### src/rtl/uart_tx_fifo.sv
// Byte FIFO feeding a UART transmitter through a newd/donetx handshake.
// newd is released on the donetx rising edge so the transmitter never sends a frame twice.
module uart_tx_fifo #(
    parameter int unsigned DEPTH = 16,
    parameter int unsigned AW    = 4
) (
    input  logic          clk,
    input  logic          rst,
    input  logic          wr_en,
    input  logic [7:0]    wr_data,
    output logic          full,
    output logic          empty,
    output logic [AW:0]   level,
    output logic          overflow,
    output logic          newd,
    output logic [7:0]    dintx,
    input  logic          donetx,
    output logic          busy
);

    localparam int unsigned LW = AW + 1;

    typedef enum logic [1:0] {
        IDLE,
        SEND,
        RELEASE
    } state_t;

    state_t        state_q;
    state_t        state_d;
    logic [7:0]    mem [DEPTH];
    logic [AW-1:0] wptr;
    logic [AW-1:0] rptr;
    logic          donetx_q;
    logic          push;
    logic          pop;
    logic          donetx_rise;
    logic          newd_d;
    logic          busy_d;
    logic [LW-1:0] level_d;

    assign push        = wr_en & ~full;
    assign donetx_rise = donetx & ~donetx_q;
    assign level_d     = level + LW'(push) - LW'(pop);

    // Handshake next-state: pop on IDLE->SEND, drop newd on the donetx rise.
    always_comb begin
        state_d = state_q;
        newd_d  = newd;
        pop     = 1'b0;
        case (state_q)
            IDLE: begin
                if (!empty && !donetx) begin
                    state_d = SEND;
                    newd_d  = 1'b1;
                    pop     = 1'b1;
                end
            end
            SEND: begin
                if (donetx_rise) begin
                    state_d = RELEASE;
                    newd_d  = 1'b0;
                end
            end
            RELEASE: begin
                if (!donetx) begin
                    state_d = IDLE;
                end
            end
            default: begin
                state_d = IDLE;
                newd_d  = 1'b0;
            end
        endcase
        busy_d = (state_d != IDLE);
    end

    always_ff @(posedge clk or negedge rst) begin
        if (!rst) begin
            state_q  <= IDLE;
            newd     <= 1'b0;
            busy     <= 1'b0;
            donetx_q <= 1'b0;
        end else begin
            state_q  <= state_d;
            newd     <= newd_d;
            busy     <= busy_d;
            donetx_q <= donetx;
        end
    end

    // Pointers, occupancy and flags; full/empty track the next level so they match level.
    always_ff @(posedge clk or negedge rst) begin
        if (!rst) begin
            wptr     <= '0;
            rptr     <= '0;
            level    <= '0;
            empty    <= 1'b1;
            full     <= 1'b0;
            overflow <= 1'b0;
            dintx    <= 8'h00;
        end else begin
            if (push) begin
                wptr <= wptr + AW'(1);
            end
            if (pop) begin
                dintx <= mem[rptr];
                rptr  <= rptr + AW'(1);
            end
            if (wr_en && full) begin
                overflow <= 1'b1;
            end
            level <= level_d;
            empty <= (level_d == '0);
            full  <= (level_d == LW'(DEPTH));
        end
    end

    always_ff @(posedge clk) begin
        if (push) begin
            mem[wptr] <= wr_data;
        end
    end

endmodule

### config.mk
export PLATFORM = sky130hd
export DESIGN_NAME = uart_tx_fifo
export DESIGN_NICKNAME = d
export VERILOG_FILES = /design/src/rtl/uart_tx_fifo.sv
export SDC_FILE = /design/constraint.sdc
export NUM_CORES = 1
export LEC_CHECK = 0
export ABC_AREA = 1
export CORE_MARGIN = 10
export CORE_UTILIZATION = 45
export CTS_CLUSTER_DIAMETER = 30
export DETAILED_ROUTE_END_ITERATION = 7
export GPL_TIMING_DRIVEN = 1
export PLACE_DENSITY = 0.7
export REMOVE_ABC_BUFFERS = 1
export SLEW_MARGIN = 5
export SYNTH_ARGS = -nofsm -noshare
export SYNTH_HDL_FRONTEND = slang
export SYNTH_SLANG_ARGS = --single-unit
### constraint.sdc
create_clock -name clk -period 2.5 [get_ports clk]
set_clock_uncertainty 0.05 [all_clocks]
set_input_delay 0.5 -clock clk [delete_from_list [all_inputs] [get_ports clk]]
set_output_delay 0.5 -clock clk [all_outputs]
set_load 0.02 [all_outputs]
**Yosys cells after proc, flatten, opt, wreduce, memory -nomap -nowiden**

Memory sizes are Yosys's and may differ from the RTL's. A register that Yosys moved wholly into a read port is not among the register bits.
Cells that the tools add are included.
W data, S select, Z words.

- $add $sub $neg: 4
- Eq/ne operators: 5
- Muxes and demuxes: 11
- Bitwise gates (word level): 5
- Reduce and logical (&&, ||, !) cells: 9

Operator list:

| cell | count |
|---|---|
| $add A4 B1 Y4 const B | 2 |
| $mux W1 | 6 |
| $mux W2 | 3 |
| $pmux W2 S3 | 1 |
| $add A5 B1 Y5 | 1 |
| $eq A5 B5 Y1 const B | 1 |
| $logic_not A5 Y1 | 1 |
| $sub A5 B1 Y5 | 1 |
| $ne A2 B2 Y1 const B | 2 |
| $logic_not A1 Y1 | 3 |
| $not A1 Y1 | 3 |
| $pmux W1 S3 | 1 |
| $reduce_and A3 Y1 | 1 |
| $and A1 B1 Y1 | 2 |
| $eq A2 B1 Y1 const B | 1 |
| $eq A2 B2 Y1 const B | 1 |
| $logic_and A1 B1 Y1 | 2 |
| $logic_not A2 Y1 | 1 |
| $reduce_bool A2 Y1 | 1 |

- Register bits after elaboration: 21
- Bits in writable memories: 128
- Input port bits: 12
- Output and inout bits: 18
- Memories kept: 1

Memories:

| memory | words | bits a word | rd ports | clocked after Yosys merged registers in | wr ports | RTL line | text |
|---|---|---|---|---|---|---|---|
| mem | 16 | 8 | 1 | 1 | 1 | 31 | `logic [7:0] mem [DEPTH];` |

**Depth between registers and ports, before layout**

Gate-level depths: netlist of run 1.

- Depth in word-level cells: 6
- Mapped depth: 13
- Depth with buffers taken out: 12

**Worst setup path before layout of run 1**

OpenSTA, ideal clock, no wires.

- Path type: input to register
- Start: input donetx
- End: register empty
- Library setup time: 0.067 ns
- Data arrival time: 2.375 ns
- Data required time: 2.383 ns
- Setup slack: 0.008 ns
- Stages on the path: 13
- Cell sequence: nor2_1 nand2_1 inv_2 clkbuf_1 ha_1 inv_1 ha_1 inv_1 fa_1 o21ai_1 xor2_1 inv_1 nor2_1

- Cells in the longest elaborated chain, start to end: 6

Ends and longest elaborated chain:

| what | RTL line | text |
|---|---|---|
| start, declared | 17 | `input logic donetx,` |
| $logic_not A1 Y1 | - |  |
| $logic_and A1 B1 Y1 | 53 | `if (!empty && !donetx) begin` |
| $mux W1 | 53 |  |
| $mux W1 | 51 | `case (state_q)` |
| net pop | 36 | `logic pop;` |
| $sub A5 B1 Y5 | 44 | `assign level_d = level + LW'(push) - LW'(pop);` |
| net level_d[4] | 40 | `logic [LW-1:0] level_d;` |
| $logic_not A5 Y1 | 114 | `empty <= (level_d == '0);` |
| end signal, assigned | 114 |  |
| end, declared | 12 | `output logic empty,` |

The timed path passes the listed nets, and every way through them passes these cells.
A chain may end at the register's enable or synchronous reset.

**Worst setup path in the final report of run 1**

- Start: register state_q[1]
- End: register empty

- Cells in the longest elaborated chain, start to end: 4

Ends and longest elaborated chain:

| what | RTL line | text |
|---|---|---|
| start, declared | 29 | `state_t state_q;` |
| start signal, assigned | 85 | `state_q <= state_d;` |
| $logic_not A2 Y1 | 51 |  |
| $mux W1 | 51 |  |
| $sub A5 B1 Y5 | 44 |  |
| net level_d[4] | 40 |  |
| $logic_not A5 Y1 | 114 |  |

The timed path passes the listed nets, and every way through them passes these cells.

==> results of run 1 <==
-- through the flow --
stage | area (um^2) | util | hold WS (ps) | worst slack, ps | TNS [ps]
after global routing | 7684 | 0.5347 | 309.6 | 27.41 | 0
after CTS | 7632 | 0.5312 | 422.3 | 74.71 | 0
after floorplan | 6331 | - | 154.4 | -163.3 | -1333
after detailed placement | 7083 | 0.4929 | 409.7 | -349.6 | -942.2
after global placement | 7083 | 0.4929 | 388.4 | -244.1 | -666.9
final | 7684 | 0.5347 | 307.0 | 170.8 | 0
-- final cells by class --
class / instances / share of cell area
clock buffers: 17 / 0.05537
well taps: 184 / 0.02996
clock inverters: 15 / 0.01612
multi-input cells: 365 / 0.2224
flip-flops and latches: 157 / 0.5950
repair buffers: 59 / 0.06937
inverters: 24 / 0.01172
-- what timing repair did --
| action | in CTS | in global routing |
|---|---|---|
| setup buffers | 0 | 1 |
| setup endpoints to repair | 0 | 3 |
| gates resized for setup | 0 | 9 |
-- state kept, by name (all words and copies together) (netlist names) --
register / cells
empty: 1
mem: 128
busy: 1
dintx: 8
level: 5
newd: 1
donetx_q: 1
full: 1
overflow: 1
wptr: 4
state_q: 2
rptr: 4
-- power by group --
group	switching, uW	internal (uW)	leakage, uW
clock network	1000	1360	0.000254
registers	271	3270	0.00150
logic	2200	1200	0.00131
total	3470	5830	0.00307
-- critical path, stage by stage, from the launching register on --
cell and delay [ps]:
dfrtp_1 410, nor2_1 150, nand2_1 110, inv_2 90, ha_4 190, inv_1 60, ha_2 160, inv_1 60
fa_2 400, o21ai_2 150, xor2_1 210, inv_1 90, nor2_1 130
-- cells by family after synthesis --
| group | Yosys count | share of synthesized area |
|---|---|---|
| compound gates | 8 | 0.006501 |
| xor+xnor | 10 | 0.01339 |
| fa+ha+maj | 11 | 0.02218 |
| buf+inv | 51 | 0.04627 |
| flops | 157 | 0.6985 |
| simple gates | 336 | 0.2132 |
-- per-layer routing --
layer / vias up / global-route usage / wire length [um]
met5: - / 0 / 0
met4: 0 / 0.06087 / 240
met3: 21 / 0.02822 / 604
met2: 119 / 0.2357 / 7016
met1: 2073 / 0.1767 / 5926
li1: 2035 / - / -
-- path summary, 6_finish.rpt --
path                            start       end  cells past startpoint  slack (ps)
setup / recovery           state_q[1]     empty                     12         170
hold / removal                  wr_en  overflow                      2         310
setup reg to reg           state_q[1]     empty                     12         170
hold reg to reg              overflow  overflow                      1         420
max in group asynchronous         rst  level[1]                      2        1320
min in group asynchronous         rst  donetx_q                      1         460
-- placed cells by master (no fill, tap or decap), types with 2 or more instances in the layout --
| cell | count |
|---|---|
| ha_1 | 8 |
| a21oi_1 | 2 |
| dlymetal6s2s_1 | 2 |
| clkinv_4 | 3 |
| nand2_1 | 211 |
| nand3_1 | 98 |
| clkdlybuf4s50_1 | 27 |
| clkinvlp_4 | 5 |
| dfrtp_1 | 27 |
| clkinv_1 | 3 |
| clkbuf_16 | 17 |
| nor2_1 | 22 |
| nand4_1 | 2 |
| inv_1 | 15 |
| xor2_1 | 9 |
| clkinv_2 | 2 |
| o21ai_1 | 3 |
| buf_4 | 29 |
| inv_2 | 9 |
| edfxtp_1 | 128 |
==> out/summary.log, run 1 <==
qor: outcome.status finished clean
qor: clock_tree.worst_skew_pair.late_latency 420 ps
qor: timing.layout_worst_path_cycle_share 0.9317
qor: grt.grtUsageTotal 0.1421
qor: critical_path.crit_path_max_fanout 4
qor: die.die_height 140.6 um
qor: yosys.seq_area_frac_synth 0.6985
qor: die.boundaryPins 30
qor: die.floorplan.initialDensity 0.4554
qor: cells_and_area.finish.cell_count_without_fillers 821
qor: grt.first_pass_grt_wire_length 22270 um
qor: timing.maxClockFrequency 429.3 MHz
qor: critical_path.critical_path_class register to register
qor: clock_tree.clkSlewWorstSetupHoldPaths 60 ps
qor: yosys.async_set_or_reset_flop_fraction_in_the_synthesized_netlist 0.1847
qor: yosys.most_common_cell_in_the_synthesized_netlist nand2_1
qor: yosys.synth.yosys.warnings 0
qor: critical_path.crit_arrival 2630 ps
qor: yosys.netlist_top_cells_area edfxtp_1, nand2_1, dfrtp_1, nand3_1, ha_1
qor: place.portBuffers 29
qor: cells_and_area.final.fill_count 1172
qor: critical_path.timing.critical_path.required 2800 ps
qor: grt.pin_count_of_the_biggest_net_entering_global_routing 59
qor: yosys.synth_top_cell_area_share 0.5874
qor: power.leakage 0.003067 uW
qor: route.initialDrtViolationCount 288
qor: yosys.synth_enable_flop_cells 128
qor: yosys.synth_top_flop_cell edfxtp_1
qor: flow_run.maxCapViolations 0
qor: yosys.synth_seq_cells 157
qor: clock_tree.cts_root_buf clkbuf_16
qor: critical_path.worstSetupEndpointType register
qor: cells_and_area.finish.net_count 647
qor: timing.final_hold_viol_count 0
qor: clock_tree.cts_tree yes
qor: place.finalWeightedCongestion 0.9077
qor: clock_tree.htree_levels 4
qor: timing.worst-slew-pin-transition 716.4 ps
qor: place.dp_cells 788
qor: route.wl_per_cell 16.79 um
qor: route.vias_per_cell 5.174
qor: die.placeableCoreArea 0.01437 mm^2
qor: cells_and_area.area_growth 17.42%
qor: clock_tree.ctsLongestPathBuffers 2
qor: grt.total_grt_overflow 0
qor: clock_tree.numClockSinks 157
qor: route.ant_nets 0
qor: yosys.syn-instance-count 573
qor: yosys.avg_synthesized_cell_area 11.42 um^2
qor: route.postRouteWirelength 13790 um
qor: place.place_hpwl 8987 um
qor: timing.finalCriticalPeriod 2329 ps
qor: power.power-per-cell-area 1211 mW/mm^2
qor: grt.number_of_antenna_violations_at_the_first_check_in_global_routing 0
qor: grt.first_global_vias 4262
qor: die.die_w 140.6 um
qor: cells_and_area.seqCellArea 0.004572 mm^2
qor: min_path.worstHoldPathType input pin to register
qor: timing.setup_viol 0
qor: cells_and_area.insertedDiodeCount 0
qor: timing.worst_slew_margin_rel 0.5209
qor: die.floorplan.rows 44
qor: clock_tree.cts_hold_buf 0
qor: route.vias 4248
qor: cells_and_area.drive_above_1_share 0.1209
qor: critical_path.crit_path_start_kind register
qor: timing.setup_repair_after_global_routing_missed_its_margin false
qor: cells_and_area.multiInputGateArea 0.001709 mm^2
qor: die.dieArea 0.01977 mm^2
qor: yosys.syn_area 0.006544 mm^2
qor: route.drc_violation_count_after_routing 0
qor: yosys.synthDistinctLibCells 24
qor: yosys.synth_top_cells_by_count nand2_1, edfxtp_1, nand3_1
qor: yosys.netlist.top_cell.by_area edfxtp_1
qor: power.vdd.ir_drop.worst 571.7 uV
qor: timing.maxSlewViolCount 0
qor: clock_tree.cts_made_buffers 17
qor: route.drt_pass1_iterations 5
qor: power.post-layout-total-power 9303 uW
Power figures use the tool's default switching activity.
==> inputs of run 2 (changes only) <==
--- a/config.mk
+++ b/config.mk
@@ -10,6 +10,7 @@
 export CORE_UTILIZATION = 45
 export CTS_CLUSTER_DIAMETER = 30
 export DETAILED_ROUTE_END_ITERATION = 7
+export GPL_ROUTABILITY_DRIVEN = 0
 export GPL_TIMING_DRIVEN = 1
 export PLACE_DENSITY = 0.7
 export REMOVE_ABC_BUFFERS = 1
==> results of run 2 <==
Same layout as run 1: the final DEF is identical, and so are final timing and power.
==> inputs of run 3 (changes only) <==
--- a/config.mk
+++ b/config.mk
@@ -5,7 +5,6 @@
 export SDC_FILE = /design/constraint.sdc
 export NUM_CORES = 1
 export LEC_CHECK = 0
-export ABC_AREA = 1
 export CORE_MARGIN = 10
 export CORE_UTILIZATION = 45
 export CTS_CLUSTER_DIAMETER = 30
==> constraint.sdc (replaced) <==
create_clock -name clk -period 2.5 [get_ports clk]
set_clock_uncertainty 0.05 [all_clocks]
set_input_delay 0.25 -clock clk [delete_from_list [all_inputs] [get_ports clk]]
set_output_delay 0.25 -clock clk [all_outputs]
set_load 0.02 [all_outputs]
==> run 3 against run 2 <==
The flow now finishes with violations (setup timing). Fmax fell by 6.9%. Sequential share of layout area rose by 0.13 points. Core utilization rose by 2.0 points. Critical path type unchanged. Highest routed layer unchanged.
==> out/summary.log, run 3 <==
qor: yosys.synth_top_flop_cell edfxtp_1 [unchanged]
qor: die.die_w 138.6 um [was 140.6 um]
qor: grt.pin_count_of_the_biggest_net_entering_global_routing 35 [was 59]
qor: route.vias 3164 [was 4248]
qor: timing.finalCriticalPeriod 2501 ps [was 2329 ps]
qor: grt.first_global_vias 3357 [was 4262]
qor: grt.first_pass_grt_wire_length 19220 um [was 22270 um]
qor: critical_path.timing.critical_path.mode_cell inv_2 [was inv_1]
qor: yosys.synth_top_cells_by_count edfxtp_1, dfrtp_1, mux4_1 [was nand2_1, edfxtp_1, nand3_1]
qor: grt.grtUsageTotal 0.1305 [was 0.1421]
qor: clock_tree.numClockSinks 157 [unchanged]
qor: yosys.synth_top_cell_area_share 0.6071 [was 0.5874]
qor: clock_tree.cts_made_buffers 17 [unchanged]
qor: yosys.netlist_top_cells_area edfxtp_1, mux4_1, dfrtp_1, mux2i_1, ha_1 [was edfxtp_1, nand2_1, dfrtp_1, nand3_1, ha_1]
qor: yosys.async_set_or_reset_flop_fraction_in_the_synthesized_netlist 0.1847 [unchanged]
qor: clock_tree.clkSlewWorstSetupHoldPaths 60 ps [about the same]
qor: power.leakage 0.002747 uW [was 0.003067 uW]
qor: timing.final_hold_viol_count 0 [unchanged]
qor: critical_path.cp.buffers_inverters 4 [unchanged]
qor: power.power-per-cell-area 1193 mW/mm^2 [was 1211 mW/mm^2]
qor: min_path.worstHoldPathType input pin to asynchronous set/reset pin [was input pin to register]
qor: clock_tree.htree_levels 4 [unchanged]
qor: route.highest_layer met4 [unchanged]
qor: timing.setup_viol 1 [was 0]
qor: timing.timing.setup.tns -1.196 ps [was 0 ps]
qor: critical_path.critical_path.slowest_cell fa_2 [was dfrtp_1]
qor: timing.worst_slew_margin_rel 0.6104 [was 0.5209]
qor: place.post-place-ws -427.9 ps [was -349.6 ps]
qor: critical_path.critical_path_class register to register [unchanged]
qor: timing.maxClockFrequency 399.8 MHz [was 429.3 MHz]
qor: timing.layout_worst_path_cycle_share 1.000 [was 0.9317]
qor: yosys.synth_seq_cells 157 [unchanged]
qor: yosys.most_common_cell_in_the_synthesized_netlist edfxtp_1 [was nand2_1]
qor: critical_path.crit_path_max_incr_delay 530 ps [was 410 ps]
qor: place.place_hpwl 7750 um [was 8987 um]
qor: critical_path.cp_cell_sequence nor3_2, nand2b_1, inv_2, ha_4, inv_2, ha_4, inv_2, fa_2, inv_2, or3_4, nor4_4 [was nor2_1, nand2_1, inv_2, ha_4, inv_1, ha_2, inv_1, fa_2, o21ai_2, xor2_1, inv_1, nor2_1]
qor: die.floorplan.initialDensity 0.4579 [was 0.4554]
qor: cells_and_area.area_growth 21.07% [was 17.42%]
qor: yosys.netlist.top_cell.by_area edfxtp_1 [unchanged]
qor: route.route.met2.wl 6170 um [was 7016 um]
qor: route.drc_violation_count_after_routing 0 [unchanged]
qor: yosys.syn_area 0.006331 mm^2 [was 0.006544 mm^2]
qor: power.vdd.ir_drop.worst 704.7 uV [was 571.7 uV]
qor: cells_and_area.largest_reg_flops 128 [unchanged]
qor: critical_path.crit_path_max_fanout 2 [was 4]
qor: timing.worst-slew-pin-transition 582.5 ps [was 716.4 ps]
qor: clock_tree.cts_tree yes [unchanged]
qor: cells_and_area.finish.net_count 415 [was 647]
qor: yosys.synth_enable_flop_cells 128 [unchanged]
qor: timing.setup_repair_after_global_routing_missed_its_margin true [was false]
qor: grt.total_grt_overflow 0 [unchanged]
qor: clock_tree.cts_hold_buf 0 [unchanged]
qor: clock_tree.cts_root_buf clkbuf_16 [unchanged]
qor: timing.postLayoutSetupSlackWorst -1.196 ps [was 170.8 ps]
qor: critical_path.crit_arrival 2790 ps [was 2630 ps]
qor: die.dieArea 0.01921 mm^2 [was 0.01977 mm^2]
qor: yosys.seq_area_frac_synth 0.7219 [was 0.6985]
qor: place.portBuffers 29 [unchanged]
qor: cells_and_area.layout_commonest_cell edfxtp_1 [was nand2_1]
qor: cells_and_area.layout_common_cells edfxtp_1, clkdlybuf4s50_1, buf_4 [was nand2_1, edfxtp_1, nand3_1]
qor: route.initialDrtViolationCount 274 [was 288]
qor: timing.fin_worst_hold_slack 176.3 ps [was 307.0 ps]
qor: clock_tree.ctsLongestPathBuffers 2 [unchanged]
qor: critical_path.timing.critical_path.required 2790 ps [was 2800 ps]
qor: grt.number_of_antenna_violations_at_the_first_check_in_global_routing 0 [unchanged]
qor: outcome.violations setup timing
qor: yosys.avg_synthesized_cell_area 19.24 um^2 [was 11.42 um^2]
qor: route.ant_nets 0 [unchanged]
qor: yosys.synthDistinctLibCells 35 [was 24]
qor: route.postRouteWirelength 12230 um [was 13790 um]
qor: route.wl_per_cell 20.94 um [was 16.79 um]
qor: flow_run.maxCapViolations 0 [unchanged]
qor: route.wl_met1 5381 um [was 5926 um]
qor: die.die_height 138.6 um [was 140.6 um]
qor: clock_tree.worst_skew_pair.late_latency 420 ps [about the same]
qor: cells_and_area.drive_above_1_share 0.1955 [was 0.1209]
qor: route.detailroute.wirelength.met3 536 um [was 604 um]
qor: cells_and_area.final.fill_count 995 [was 1172]
qor: critical_path.cp_top_family simple AND/OR/NAND/NOR gates [was adder cells]
qor: critical_path.crit_path_start_kind register [unchanged]
qor: die.boundaryPins 30 [unchanged]
qor: die.placeableCoreArea 0.01383 mm^2 [was 0.01437 mm^2]
qor: cells_and_area.reg.largest.list mem (128), dintx (8), level (5) [unchanged]
qor: route.vias_per_cell 5.418 [was 5.174]
qor: route.drt_pass1_iterations 4 [was 5]
qor: cells_and_area.insertedDiodeCount 0 [unchanged]
qor: outcome.status complete, but fails checks [was finished clean]
qor: yosys.synth.yosys.warnings 0 [unchanged]
qor: timing.maxSlewViolCount 0 [unchanged]
qor: die.floorplan.rows 43 [was 44]
qor: critical_path.worstSetupEndpointType register [unchanged]
qor: yosys.syn-instance-count 329 [was 573]
qor: cells_and_area.top_register mem [unchanged]
qor: power.post-layout-total-power 9144 uW [was 9303 uW]
-- run 3: cell families after synthesis --
logic type | count (synthesis) | share of synthesized area
flip-flops | 157 | 0.7219
AND/OR/NAND/NOR | 60 | 0.04427
multiplexers | 48 | 0.1551
buffers and inverters | 27 | 0.02411
AO/OA/AOI/OAI | 18 | 0.02055
adder cells (fa/ha/maj) | 11 | 0.02293
XOR/XNOR | 8 | 0.01107
-- run 3: worst reg2reg max path, delay by kind of cell (launching register included) --
family / cells / cell delay (ps)
AND/OR/NAND/NOR: 4 / 900
adder cells (fa/ha/maj): 3 / 850
flip-flops: 1 / 390
buffers and inverters: 4 / 220
-- run 3: report_power, final --
group	switching (uW)	total [uW]	internal (uW)
Sequential	234	3510	3280
Clock	1010	2670	1670
Combinational	1580	2960	1380
-- run 3: final timing paths --
check	startpoint	end	slack (ps)	cells past startpoint
min in group clk	wr_en	overflow	390	2
hold / removal	rst	level[4]	180	2
setup / recovery	state_q[1]	empty	-1	11
max in group asynchronous	rst	empty	1910	2
hold reg to reg	overflow	overflow	410	1
setup reg to reg	state_q[1]	empty	-1	11
-- run 3: cell type report --
class                   count  area (um^2)  share of cell area
inverters                  12        45.04            0.005877
clock buffers              17        425.4             0.05550
clock inverters            14        195.2             0.02547
repair buffers             59        528.0             0.06889
well taps                 180        225.2             0.02938
flip-flops and latches    157         4571              0.5963
multi-input cells         145         1675              0.2186
-- run 3: repair_timing --
action                                  4_1_cts  5_1_grt
gates resized for setup                       9        6
gates cloned                                  0        0
setup buffers                                 0        2
pin swaps                                     0        3
endpoints found under the setup margin        2        3
-- run 3: metal layers --
| layer | global-route usage | vias up |
|---|---|---|
| met2 | 0.2156 | 71 |
| met5 | 0 | - |
| li1 | - | 1440 |
| met4 | 0.04668 | 0 |
| met3 | 0.04007 | 11 |
| met1 | 0.1584 | 1642 |
-- run 3: per-stage QoR --
stage / utilization / area (um^2) / instances
final: 0.5543 / 7665 / 584
after CTS: 0.5509 / 7617 / 582
after floorplan: - / 6223 / 314
after detailed placement: 0.5035 / 6962 / 551
after global placement: 0.5035 / 6962 / 551
after global routing: 0.5543 / 7665 / 584
